==> src/rtl/addx_accel_fu.sv <==
// ADDX accelerator functional unit: one operation at a time, summed CHUNK_W bits per
// cycle through a registered carry chain, result returned on a no-backpressure writeback port.
module addx_accel_fu #(
    parameter int XLEN          = 64,
    parameter int CHUNK_W       = 16,
    parameter int TRANS_ID_BITS = 3
) (
    input  logic                     clk_i,
    input  logic                     rst_ni,
    input  logic                     flush_i,
    input  logic                     valid_i,
    output logic                     ready_o,
    input  logic [1:0]               fu_op_i,
    input  logic [XLEN-1:0]          operand_a_i,
    input  logic [XLEN-1:0]          operand_b_i,
    input  logic [TRANS_ID_BITS-1:0] trans_id_i,
    output logic [XLEN-1:0]          result_o,
    output logic [TRANS_ID_BITS-1:0] trans_id_o,
    output logic                     wt_valid_o,
    output logic                     ex_valid_o
);

    localparam int N     = XLEN / CHUNK_W;
    localparam int CNT_W = (N > 1) ? $clog2(N) : 1;

    localparam logic [1:0] S_IDLE = 2'd0;
    localparam logic [1:0] S_CALC = 2'd1;
    localparam logic [1:0] S_DONE = 2'd2;

    localparam logic [1:0] OP_ADD   = 2'b00;
    localparam logic [1:0] OP_SUB   = 2'b01;
    localparam logic [1:0] OP_ADDUW = 2'b10;

    logic [1:0]               r_state;
    logic [CNT_W-1:0]         r_cnt;
    logic                     r_carry;
    logic [XLEN-1:0]          r_a;
    logic [XLEN-1:0]          r_b;
    logic [XLEN-1:0]          r_sum;
    logic [TRANS_ID_BITS-1:0] r_tid;
    logic [XLEN-1:0]          r_result;
    logic [TRANS_ID_BITS-1:0] r_trans_id;
    logic                     r_ex;

    logic                     w_accept;
    logic                     w_last;
    logic [XLEN-1:0]          w_a_pre;
    logic [XLEN-1:0]          w_b_pre;
    logic                     w_cin_pre;
    logic [CHUNK_W:0]         w_chunk_sum;
    logic [XLEN-1:0]          w_sum_next;

    assign ready_o    = (r_state == S_IDLE);
    assign w_accept   = valid_i & ready_o & ~flush_i;
    // A flush arriving in DONE must kill the pulse in the same cycle, hence flush_i here.
    assign wt_valid_o = (r_state == S_DONE) & ~flush_i;
    assign result_o   = r_result;
    assign trans_id_o = r_trans_id;
    assign ex_valid_o = r_ex;

    always_comb begin
        w_a_pre   = operand_a_i;
        w_b_pre   = operand_b_i;
        w_cin_pre = 1'b0;
        case (fu_op_i)
            OP_SUB: begin
                w_b_pre   = ~operand_b_i;
                w_cin_pre = 1'b1;
            end
            OP_ADDUW: begin
                w_a_pre = {{(XLEN-32){1'b0}}, operand_a_i[31:0]};
            end
            default: begin
                w_a_pre   = operand_a_i;
                w_b_pre   = operand_b_i;
                w_cin_pre = 1'b0;
            end
        endcase
    end

    // Operands shift down one chunk per cycle; the sum fills in from the top.
    assign w_chunk_sum = {1'b0, r_a[CHUNK_W-1:0]} + {1'b0, r_b[CHUNK_W-1:0]}
                       + {{CHUNK_W{1'b0}}, r_carry};
    assign w_sum_next  = {w_chunk_sum[CHUNK_W-1:0], r_sum[XLEN-1:CHUNK_W]};
    assign w_last      = (r_cnt == CNT_W'(N - 1));

    always_ff @(posedge clk_i) begin
        if (!rst_ni) begin
            r_state    <= S_IDLE;
            r_cnt      <= '0;
            r_carry    <= 1'b0;
            r_a        <= '0;
            r_b        <= '0;
            r_sum      <= '0;
            r_tid      <= '0;
            r_result   <= '0;
            r_trans_id <= '0;
            r_ex       <= 1'b0;
        end else if (flush_i) begin
            r_state <= S_IDLE;
            r_cnt   <= '0;
            r_carry <= 1'b0;
        end else begin
            case (r_state)
                S_IDLE: begin
                    if (w_accept) begin
                        if (fu_op_i == 2'b11) begin
                            r_state    <= S_DONE;
                            r_result   <= '0;
                            r_trans_id <= trans_id_i;
                            r_ex       <= 1'b1;
                        end else begin
                            r_state <= S_CALC;
                            r_a     <= w_a_pre;
                            r_b     <= w_b_pre;
                            r_carry <= w_cin_pre;
                            r_cnt   <= '0;
                            r_sum   <= '0;
                            r_tid   <= trans_id_i;
                        end
                    end
                end
                S_CALC: begin
                    r_a   <= r_a >> CHUNK_W;
                    r_b   <= r_b >> CHUNK_W;
                    r_sum <= w_sum_next;
                    if (w_last) begin
                        // Final carry-out is dropped: result wraps modulo 2^XLEN.
                        r_state    <= S_DONE;
                        r_cnt      <= '0;
                        r_carry    <= 1'b0;
                        r_result   <= w_sum_next;
                        r_trans_id <= r_tid;
                        r_ex       <= 1'b0;
                    end else begin
                        r_cnt   <= r_cnt + CNT_W'(1);
                        r_carry <= w_chunk_sum[CHUNK_W];
                    end
                end
                S_DONE: begin
                    r_state <= S_IDLE;
                end
                default: begin
                    r_state <= S_IDLE;
                end
            endcase
        end
    end

endmodule
==> config.mk <==
export PLATFORM = sky130hd
export DESIGN_NAME = addx_accel_fu
export DESIGN_NICKNAME = d
export VERILOG_FILES = /design/src/rtl/addx_accel_fu.sv
export SDC_FILE = /design/constraint.sdc
export NUM_CORES = 1
export LEC_CHECK = 0
export BUFFER_PORTS_ARGS = -buffer_cell sky130_fd_sc_hd__buf_2
export CORE_ASPECT_RATIO = 0.8
export CORE_MARGIN = 2
export CORE_UTILIZATION = 50
export CTS_CLUSTER_DIAMETER = 120
export DETAILED_ROUTE_END_ITERATION = 10
export MAX_ROUTING_LAYER = met4
export PLACE_DENSITY = 0.73
export REMOVE_ABC_BUFFERS = 1
export SKIP_LAST_GASP = 1
export SYNTH_ARGS = -nofsm -noshare
export SYNTH_HDL_FRONTEND = slang
export SYNTH_SLANG_ARGS = --single-unit
==> constraint.sdc <==
create_clock -name clk_i -period 3 [get_ports clk_i]
set_input_delay 0.6 -clock clk_i [delete_from_list [all_inputs] [get_ports clk_i]]
set_output_delay 0.6 -clock clk_i [all_outputs]
set_load 0.05 [all_outputs]
==> flow_summary.html, run 1 <==
<table>
<tr><th>Metric</th><th>Value</th></tr>
<tr><th colspan="2">Drt</th></tr>
<tr><td>Drt pass-1 iters</td><td>5</td></tr>
<tr><td>First DRT Iteration DRCs</td><td>681</td></tr>
<tr><td>Wire length after detailed routing</td><td>27.5 mm</td></tr>
<tr><td>Post-route ant nets</td><td>0</td></tr>
<tr><td>Number of remaining DRC errors</td><td>0</td></tr>
<tr><td>Wirelength per Cell</td><td>15.5 um</td></tr>
<tr><td>Average vias per placed instance</td><td>5.41</td></tr>
<tr><td>Via count</td><td>9589</td></tr>
<tr><th colspan="2">Clock tree</th></tr>
<tr><td>Maximum root-to-sink buffer count</td><td>3</td></tr>
<tr><td>H-tree levels</td><td>1</td></tr>
<tr><td>Total number of clock tree sinks</td><td>252</td></tr>
<tr><td>Clock insertion delay at the later pin of the skew report</td><td>0.51 ns</td></tr>
<tr><td>Post-cts gate resize count</td><td>0</td></tr>
<tr><td>Number of clock buffers inserted by TritonCTS</td><td>25</td></tr>
<tr><td>TritonCTS clock tree</td><td>built</td></tr>
<tr><td>Clock slew at reported path FFs</td><td>0.06 ns</td></tr>
<tr><td>Buffer type at the clock tree root</td><td>clkbuf_16</td></tr>
<tr><td>Hold bufs inserted after CTS</td><td>0</td></tr>
<tr><td>Number of post-CTS setup repair buffers</td><td>0</td></tr>
<tr><th colspan="2">Yosys</th></tr>
<tr><td>Sequential share of the synthesized area</td><td>44.4%</td></tr>
<tr><td>Post-synthesis xor/xnor area fraction</td><td>5.63%</td></tr>
<tr><td>Post-synth top flop</td><td>dfxtp_1</td></tr>
<tr><td>Post-Syn Area</td><td>11400 um2</td></tr>
<tr><td>Number of cells produced by synthesis</td><td>1304</td></tr>
<tr><td>Fraction of the mapped netlist area in compound gates</td><td>22.5%</td></tr>
<tr><td>Number of distinct library cells after synthesis</td><td>50</td></tr>
<tr><td>Combinational family with the most area after synthesis</td><td>compound AO/OA/AOI/OAI gates</td></tr>
<tr><td>Number of enable flip-flop cells after synthesis</td><td>0</td></tr>
<tr><td>Share of async-settable or async-resettable flops after synthesis</td><td>0%</td></tr>
<tr><td>Mux share of post-synthesis cell area</td><td>0.616%</td></tr>
<tr><td>Area fraction in and, or, nand and nor cells after synthesis</td><td>20.2%</td></tr>
<tr><td>Register bit count reported by yosys</td><td>252</td></tr>
<tr><td>Yosys warns</td><td>0</td></tr>
<tr><td>Post-Synthesis Mean Instance Area</td><td>8.72 um2</td></tr>
<tr><td>Adder and majority cell fraction of the synthesized area</td><td>2.11%</td></tr>
<tr><th colspan="2">Global routing</th></tr>
<tr><td>Vias in the first global route</td><td>8808</td></tr>
<tr><td>Global-route usage over all layers</td><td>23.1%</td></tr>
<tr><td>Antenna violations before repair</td><td>2</td></tr>
<tr><td>Maximum number of pins on one net before global-route repair</td><td>127</td></tr>
<tr><td>GRT Residual Overflow</td><td>0</td></tr>
<tr><td>Global-route wire length before repair</td><td>45.1 mm</td></tr>
<tr><th colspan="2">Power and ir drop</th></tr>
<tr><td>Internal</td><td>5.79 mW</td></tr>
<tr><td>Leakage power of the design</td><td>5.87 nW</td></tr>
<tr><td>Switching portion of total power</td><td>23.8%</td></tr>
<tr><td>Combinational Power Share</td><td>10.7%</td></tr>
<tr><td>Part of the total power dissipated in the clock network</td><td>42.9%</td></tr>
<tr><td>Net switching power figure</td><td>1.81 mW</td></tr>
<tr><td>Final total power</td><td>7.60 mW</td></tr>
<tr><td>Sequential Power Share</td><td>46.4%</td></tr>
<tr><td>Largest vdd supply drop</td><td>0.376 mV</td></tr>
<tr><td>Power density normalized to cell area</td><td>561 nW/um2</td></tr>
<tr><th colspan="2">Worst setup path</th></tr>
<tr><td>CP endpoint kind</td><td>register</td></tr>
<tr><td>R2R setup slack</td><td>0.53 ns</td></tr>
<tr><td>Arrival time of the worst setup path</td><td>2.92 ns</td></tr>
<tr><td>Cell family contributing the most delay on the critical path</td><td>simple AND/OR/NAND/NOR gates</td></tr>
<tr><td>Cells along the critical path</td><td>fa_1 -&gt; inv_1 -&gt; fa_1 -&gt; nor2b_1 -&gt; o21bai_1 -&gt; a21oi_2 -&gt; a221oi_4 -&gt; or4_1 -&gt; nand3_1</td></tr>
<tr><td>Kind of start point of the critical path</td><td>register</td></tr>
<tr><td>Critical path's most frequent cell</td><td>fa_1</td></tr>
<tr><td>Worst path slowest cell</td><td>or4_1</td></tr>
<tr><td>Crit path required time</td><td>3.45 ns</td></tr>
<tr><td>Critical path type</td><td>register to register</td></tr>
<tr><td>CP Buf/Inv Count</td><td>1</td></tr>
<tr><td>Critical-path maximum fanout</td><td>6</td></tr>
<tr><td>Largest stage delay on the critical path</td><td>0.50 ns</td></tr>
<tr><th colspan="2">Cells and area</th></tr>
<tr><td>Fraction of final layout cells with drive strength greater than 1</td><td>19.6%</td></tr>
<tr><td>Post-route cell area</td><td>13500 um2</td></tr>
<tr><td>Number of nets at the end of the flow</td><td>1603</td></tr>
<tr><td>P&amp;R area growth vs syn</td><td>19.2%</td></tr>
<tr><td>Post-route core utilization</td><td>60.5%</td></tr>
<tr><th colspan="2">Timing</th></tr>
<tr><td>Clock skew after layout</td><td>0.00709 ns</td></tr>
<tr><td>Max Transition Viols Final</td><td>0</td></tr>
<tr><td>Final hold violation count</td><td>0</td></tr>
<tr><td>Setup WS post-layout</td><td>0.525 ns</td></tr>
<tr><td>Clock period minus worst slack</td><td>2.47 ns</td></tr>
<tr><td>Slew margin rel.</td><td>27.9%</td></tr>
<tr><td>Transition time at the pin with the least slew margin</td><td>1.08 ns</td></tr>
<tr><td>Final setup TNS</td><td>0 ns</td></tr>
<tr><td>Final number of setup-violating endpoints</td><td>0</td></tr>
<tr><td>Highest achievable clock rate</td><td>404 MHz</td></tr>
<tr><td>Part of the cycle the worst path needs</td><td>82.5%</td></tr>
<tr><td>Setup repair after global routing missed its margin</td><td>no</td></tr>
<tr><th colspan="2">Placement</th></tr>
<tr><td>Worst setup timing slack at the placement stage</td><td>0.532 ns</td></tr>
<tr><td>Final weighted congestion in routability-driven placement</td><td>0.871</td></tr>
<tr><td>I/O Buffers</td><td>206</td></tr>
<tr><td>Post-detail-place hpwl</td><td>18.4 mm</td></tr>
<tr><td>Standard cell area after detailed placement</td><td>12700 um2</td></tr>
<tr><th colspan="2">Floorplan</th></tr>
<tr><td>Ports placed on the boundary</td><td>207</td></tr>
<tr><td>Core footprint</td><td>22400 um2</td></tr>
<tr><td>Number of placement rows</td><td>49</td></tr>
<tr><td>Height of the die</td><td>139 um</td></tr>
<tr><td>Chip width</td><td>173 um</td></tr>
<tr><td>Initial Util</td><td>50.8%</td></tr>
<tr><td>Die outline area</td><td>24000 um2</td></tr>
<tr><th colspan="2">Job</th></tr>
<tr><td>Total of max-cap violations</td><td>0</td></tr>
<tr><th colspan="2">Run status</th></tr>
<tr><td>Outcome</td><td>complete, no violations</td></tr>
<tr><th colspan="2">Worst hold path</th></tr>
<tr><td>Kind of path behind the tightest hold check</td><td>input port to register</td></tr>
</table>
==> per-stage QoR <==
step / hold WS, ns / cells
6_report: 0.347 / 1774
2_1_floorplan: 0.431 / 1189
4_1_cts: 0.338 / 1772
3_3_place_gp: 0.438 / 1727
3_5_place_dp: 0.444 / 1727
5_1_grt: 0.349 / 1774
==> layout by cell type (no fill, tap or decap), types with 20 or more instances in the layout <==
master,count
a21boi_0,78
buf_2,205
a21oi_1,61
clkbuf_16,25
dfxtp_1,252
nor2b_1,56
nand3_1,125
a22o_1,46
nor2_1,79
xor2_1,20
xnor2_1,53
o211a_1,35
a211oi_1,50
nand2_1,182
==> registers in the layout, indices dropped and copies added, names as in the netlist <==
signal	flops
ex_valid_o	1
r_sum	48
r_cnt	2
trans_id_o	3
result_o	64
r_b	64
r_state	2
r_a	64
r_carry	1
r_tid	3
==> cell families (layout without fill, tap and decap cells) <==
kind of cell | after synthesis | in the layout
and+or+nand+nor | 493 | 493
AOI/OAI and AO/OA | 340 | 340
adders and majority gates | 18 | 18
buffers and inverters | 121 | 283
DFF | 252 | 252
other | 0 | 2
muxes | 7 | 7
xor gates and xnor gates | 73 | 73
==> synth_stat cells, types with 2 or more instances <==
cell type / count / area share (%)
or4_1: 2 / 0.13
buf_4: 5 / 0.33
clkbuf_1: 63 / 2.1
nor2b_1: 58 / 3.2
a21oi_1: 62 / 2.7
xor2_1: 20 / 1.5
buf_2: 32 / 1.4
mux2i_1: 7 / 0.62
a21oi_2: 3 / 0.23
a22oi_1: 3 / 0.20
nor3_1: 3 / 0.13
and2_1: 6 / 0.33
nand4_1: 3 / 0.17
and3_1: 4 / 0.22
buf_1: 14 / 0.46
a21boi_1: 8 / 0.53
fa_1: 2 / 0.35
nand2b_1: 9 / 0.50
dfxtp_1: 252 / 44
o211a_1: 35 / 3.1
o31ai_1: 4 / 0.26
nor2_1: 80 / 2.6
xnor2_1: 53 / 4.1
o21a_1: 3 / 0.20
a221oi_1: 16 / 1.2
a21boi_0: 78 / 5.2
a21o_1: 3 / 0.20
o21bai_1: 2 / 0.13
inv_1: 6 / 0.20
a211oi_1: 50 / 3.3
a22o_1: 46 / 3.5
o21ai_0: 15 / 0.66
ha_1: 16 / 1.8
nand2_1: 182 / 6.0
nand3_1: 125 / 5.5
nor3b_1: 17 / 1.1
a31oi_1: 4 / 0.22
==> cell type report <==
cell class	count	area, um2
antenna	2	5.00
clock buffer	38	754
clock inverter	7	110
fill	2023	8830
inverter	6	22.5
multi-input combinational	931	5860
sequential	252	5040
tap	306	383
timing repair buffer	232	1370
==> power groups by stage <==
stage	Sequential, mW	Clock, mW	Combinational [mW]
6_report	3.53	3.26	0.813
5_1_grt	3.54	3.46	0.905
4_1_cts	3.53	3.33	0.816
3_5_place_dp	3.60	0	0.813
3_3_place_gp	3.60	0	0.796
2_1_floorplan	3.59	0	0.520
==> per-layer routing <==
layer	GRT usage [%]	wire (um)	part of all wire [%]
met1	31.9	13200	48
met2	35.3	12000	44
met3	4.22	1790	6.5
met4	4.77	470	1.7
met5	-	0	0
==> worst paths after layout <==
kind                         from  depth (start not counted)                         to
max          r_carry$_SDFFE_PP0P_                          9  result_o[62]$_SDFFE_PN0P_
min               operand_a_i[62]                          3       r_a[62]$_SDFFE_PN0P_
max reg2reg  r_carry$_SDFFE_PP0P_                          9  result_o[62]$_SDFFE_PN0P_
min reg2reg  r_a[61]$_SDFFE_PN0P_                          2       r_a[61]$_SDFFE_PN0P_
==> worst register-to-register path: cells and delay by family, from the launching register on <==
kind            cells  cell delay (ns)
buf+inv             1             0.06
flops               1             0.36
compound gates      3             0.60
simple gates        3             0.79
fa+ha+maj           2             0.60
(Power assumes the default switching activity.)
==> inputs of run 2 (changes only) <==
==> constraint.sdc (replaced) <==
create_clock -name clk_i -period 2.5 [get_ports clk_i]
set_input_delay 0.5 -clock clk_i [delete_from_list [all_inputs] [get_ports clk_i]]
set_output_delay 0.5 -clock clk_i [all_outputs]
set_load 0.05 [all_outputs]
==> run 2 against run 1 <==
  * Sequential power grew 20%
  * Worst hold slack got worse by 0.12 ns
  * Power increased by 19%
  * Worst setup slack got worse by 0.41 ns
  * Utilization rose by 0.56 points
  * Register-to-register slack worse by 0.41 ns
  * First-iteration DRC count increased by 6.2%
  * Largest cell class unchanged
  * Largest power group unchanged
==> flow_summary.html, run 2 (synthesis gave the netlist of run 1 again) <==
<table>
<tr><th>Metric</th><th>Value</th></tr>
<tr><th colspan="2">Global routing</th></tr>
<tr><td>Antenna violations before repair</td><td>1</td></tr>
<tr><td>Vias in the first global route</td><td>8945</td></tr>
<tr><td>Maximum number of pins on one net before global-route repair</td><td>189</td></tr>
<tr><td>Global-route wire length before repair</td><td>45.5 mm</td></tr>
<tr><td>GRT Residual Overflow</td><td>0</td></tr>
<tr><td>Global-route usage over all layers</td><td>23.4%</td></tr>
<tr><th colspan="2">Timing</th></tr>
<tr><td>Transition time at the pin with the least slew margin</td><td>0.877 ns</td></tr>
<tr><td>Part of the cycle the worst path needs</td><td>95.5%</td></tr>
<tr><td>Highest achievable clock rate</td><td>419 MHz</td></tr>
<tr><td>WHS</td><td>0.227 ns</td></tr>
<tr><td>Clock skew after layout</td><td>0.0110 ns</td></tr>
<tr><td>Slew margin rel.</td><td>41.2%</td></tr>
<tr><td>Final hold violation count</td><td>0</td></tr>
<tr><td>Max Transition Viols Final</td><td>0</td></tr>
<tr><td>Setup repair after global routing missed its margin</td><td>yes</td></tr>
<tr><td>Clock period minus worst slack</td><td>2.39 ns</td></tr>
<tr><td>Final number of setup-violating endpoints</td><td>0</td></tr>
<tr><th colspan="2">Worst setup path</th></tr>
<tr><td>Arrival time of the worst setup path</td><td>2.85 ns</td></tr>
<tr><td>Largest stage delay on the critical path</td><td>0.49 ns</td></tr>
<tr><td>Kind of start point of the critical path</td><td>register</td></tr>
<tr><td>R2R depth</td><td>9</td></tr>
<tr><td>Cells along the critical path</td><td>fa_1 -&gt; inv_1 -&gt; fa_1 -&gt; nor2b_2 -&gt; o21bai_2 -&gt; a21oi_2 -&gt; a221oi_4 -&gt; or4_1 -&gt; nand3_1</td></tr>
<tr><td>Critical path's most frequent cell</td><td>fa_1</td></tr>
<tr><td>Cell family contributing the most delay on the critical path</td><td>simple AND/OR/NAND/NOR gates</td></tr>
<tr><td>Worst r2r dst</td><td>result_o[62]$_SDFFE_PN0P_</td></tr>
<tr><td>Worst path slowest cell</td><td>or4_1</td></tr>
<tr><td>CP endpoint kind</td><td>register</td></tr>
<tr><td>R2R setup slack</td><td>0.11 ns</td></tr>
<tr><td>Crit path required time</td><td>2.96 ns</td></tr>
<tr><td>Beginning of the worst register-to-register path</td><td>r_carry$_SDFFE_PP0P_</td></tr>
<tr><td>Critical-path maximum fanout</td><td>6</td></tr>
<tr><td>Critical path type</td><td>register to register</td></tr>
<tr><td>CP Buf/Inv Count</td><td>1</td></tr>
<tr><th colspan="2">Drt</th></tr>
<tr><td>Wire length after detailed routing</td><td>27.7 mm</td></tr>
<tr><td>First DRT Iteration DRCs</td><td>723</td></tr>
<tr><td>Average vias per placed instance</td><td>5.36</td></tr>
<tr><td>Post-route ant nets</td><td>0</td></tr>
<tr><td>Number of remaining DRC errors</td><td>0</td></tr>
<tr><td>Wirelength per Cell</td><td>15.4 um</td></tr>
<tr><td>Via count</td><td>9618</td></tr>
<tr><td>Drt pass-1 iters</td><td>5</td></tr>
<tr><th colspan="2">Power and ir drop</th></tr>
<tr><td>Internal</td><td>6.85 mW</td></tr>
<tr><td>Combinational Power Share</td><td>11.0%</td></tr>
<tr><td>Final total power</td><td>9.08 mW</td></tr>
<tr><td>Largest vdd supply drop</td><td>0.426 mV</td></tr>
<tr><td>Sequential Power Share</td><td>46.6%</td></tr>
<tr><td>Part of the total power dissipated in the clock network</td><td>42.4%</td></tr>
<tr><td>Net switching power figure</td><td>2.23 mW</td></tr>
<tr><td>Leakage power of the design</td><td>5.94 nW</td></tr>
<tr><td>Switching portion of total power</td><td>24.6%</td></tr>
<tr><td>Power density normalized to cell area</td><td>664 nW/um2</td></tr>
<tr><th colspan="2">Worst hold path</th></tr>
<tr><td>Worst Min Path Start</td><td>operand_a_i[62]</td></tr>
<tr><td>Kind of path behind the tightest hold check</td><td>input port to register</td></tr>
<tr><td>Cell count of the worst hold path</td><td>3</td></tr>
<tr><td>Terminating pin of the worst hold path</td><td>r_a[62]$_SDFFE_PN0P_</td></tr>
<tr><th colspan="2">Job</th></tr>
<tr><td>Total of max-cap violations</td><td>0</td></tr>
<tr><th colspan="2">Placement</th></tr>
<tr><td>Standard cell area after detailed placement</td><td>12800 um2</td></tr>
<tr><td>I/O Buffers</td><td>206</td></tr>
<tr><td>Instance count after placement with tap cells included</td><td>1743</td></tr>
<tr><td>Final weighted congestion in routability-driven placement</td><td>0.867</td></tr>
<tr><td>Post-detail-place hpwl</td><td>18.8 mm</td></tr>
<tr><th colspan="2">Floorplan</th></tr>
<tr><td>Ports placed on the boundary</td><td>207</td></tr>
<tr><td>Initial Util</td><td>50.8%</td></tr>
<tr><td>Die outline area</td><td>24000 um2</td></tr>
<tr><td>Core footprint</td><td>22400 um2</td></tr>
<tr><td>Height of the die</td><td>139 um</td></tr>
<tr><td>Chip width</td><td>173 um</td></tr>
<tr><td>Number of placement rows</td><td>49</td></tr>
<tr><th colspan="2">Cells and area</th></tr>
<tr><td>Filler-free cell count of the finished design</td><td>1794</td></tr>
<tr><td>Most common cell after layout, fill and taps aside</td><td>dfxtp_1</td></tr>
<tr><td>P&amp;R area growth vs syn</td><td>20.3%</td></tr>
<tr><td>Number of nets at the end of the flow</td><td>1622</td></tr>
<tr><td>Post-route cell area</td><td>13700 um2</td></tr>
<tr><td>Highest-count cells in the layout ignoring fill and taps</td><td>252 x dfxtp_1, 205 x buf_2, 182 x nand2_1</td></tr>
<tr><td>Fraction of final layout cells with drive strength greater than 1</td><td>20.8%</td></tr>
<tr><th colspan="2">Clock tree</th></tr>
<tr><td>H-tree levels</td><td>1</td></tr>
<tr><td>Clock insertion delay at the later pin of the skew report</td><td>0.52 ns</td></tr>
<tr><td>Hold bufs inserted after CTS</td><td>0</td></tr>
<tr><td>Buffer type at the clock tree root</td><td>clkbuf_16</td></tr>
<tr><td>TritonCTS clock tree</td><td>built</td></tr>
<tr><td>Clock slew at reported path FFs</td><td>0.06 ns</td></tr>
<tr><td>Number of clock buffers inserted by TritonCTS</td><td>26</td></tr>
<tr><td>Maximum root-to-sink buffer count</td><td>3</td></tr>
<tr><td>Total number of clock tree sinks</td><td>252</td></tr>
<tr><th colspan="2">Run status</th></tr>
<tr><td>Outcome</td><td>complete, no violations</td></tr>
</table>
==> run 2: what timing repair did <==
item	in CTS	in global routing
endpoints found under the hold margin	0	0
resized for setup	0	3
setup buffers	0	2
endpoints found under the setup margin	0	8
==> run 2: per-stage QoR <==
| step | worst slack [ns] | utilization, % | TNS, ns |
|---|---|---|---|
| after global routing | -0.0621 | 61.1 | -0.0621 |
| after CTS | 0.0537 | 61.0 | 0 |
| after global placement | 0.0989 | 57.1 | 0 |
| after floorplan | -4.78 | - | -819.40 |
| final | 0.112 | 61.1 | 0 |
| after detailed placement | 0.0709 | 57.1 | 0 |
==> run 2: layout make-up <==
class / count / area [um2]
Antenna cell: 1 / 2.50
Clock buffer: 38 / 777
Clock inverter: 10 / 86.3
Fill cell: 1969 / 8710
Inverter: 6 / 22.5
Multi-Input combinational cell: 931 / 5860
Sequential cell: 252 / 5040
Tap cell: 306 / 383
Timing Repair Buffer: 250 / 1490
==> run 2: how the worst max path moves through the flow <==
| stage | from | endpoint | slack (ns) | cells after the start |
|---|---|---|---|---|
| 2_1_floorplan | valid_i | r_sum[62]$_SDFFE_PN0P_ | -4.78 | 5 |
| 6_report | r_carry$_SDFFE_PP0P_ | result_o[62]$_SDFFE_PN0P_ | 0.11 | 9 |
| 4_1_cts | r_carry$_SDFFE_PP0P_ | result_o[62]$_SDFFE_PN0P_ | 0.05 | 9 |
| 5_1_grt | r_carry$_SDFFE_PP0P_ | result_o[62]$_SDFFE_PN0P_ | -0.06 | 9 |
| 3_3_place_gp | r_carry$_SDFFE_PP0P_ | result_o[62]$_SDFFE_PN0P_ | 0.1 | 9 |
| 3_5_place_dp | r_carry$_SDFFE_PP0P_ | result_o[62]$_SDFFE_PN0P_ | 0.07 | 9 |
==> run 2: worst min-delay path, stage by stage <==
cell      delay (ns)
buf_2           0.10
nand3_1         0.05
a21boi_1        0.05
==> run 2: power by group through the flow <==
stage,logic (mW),registers (mW),clock network [mW]
final,1.00,4.23,3.85
after CTS,1.00,4.23,3.94
after global placement,0.983,4.31,0
after detailed placement,0.998,4.32,0
after global routing,1.11,4.24,4.12
after floorplan,0.624,4.30,0
==> run 2: per-layer routing <==
layer | vias up | track usage (%) | share of wire [%]
met4 | 0 | 5.94 | 2.4
met3 | 49 | 3.48 | 6.0
met5 | - | - | 0
li1 | 4893 | - | -
met2 | 270 | 35.3 | 43
met1 | 4406 | 33.0 | 48
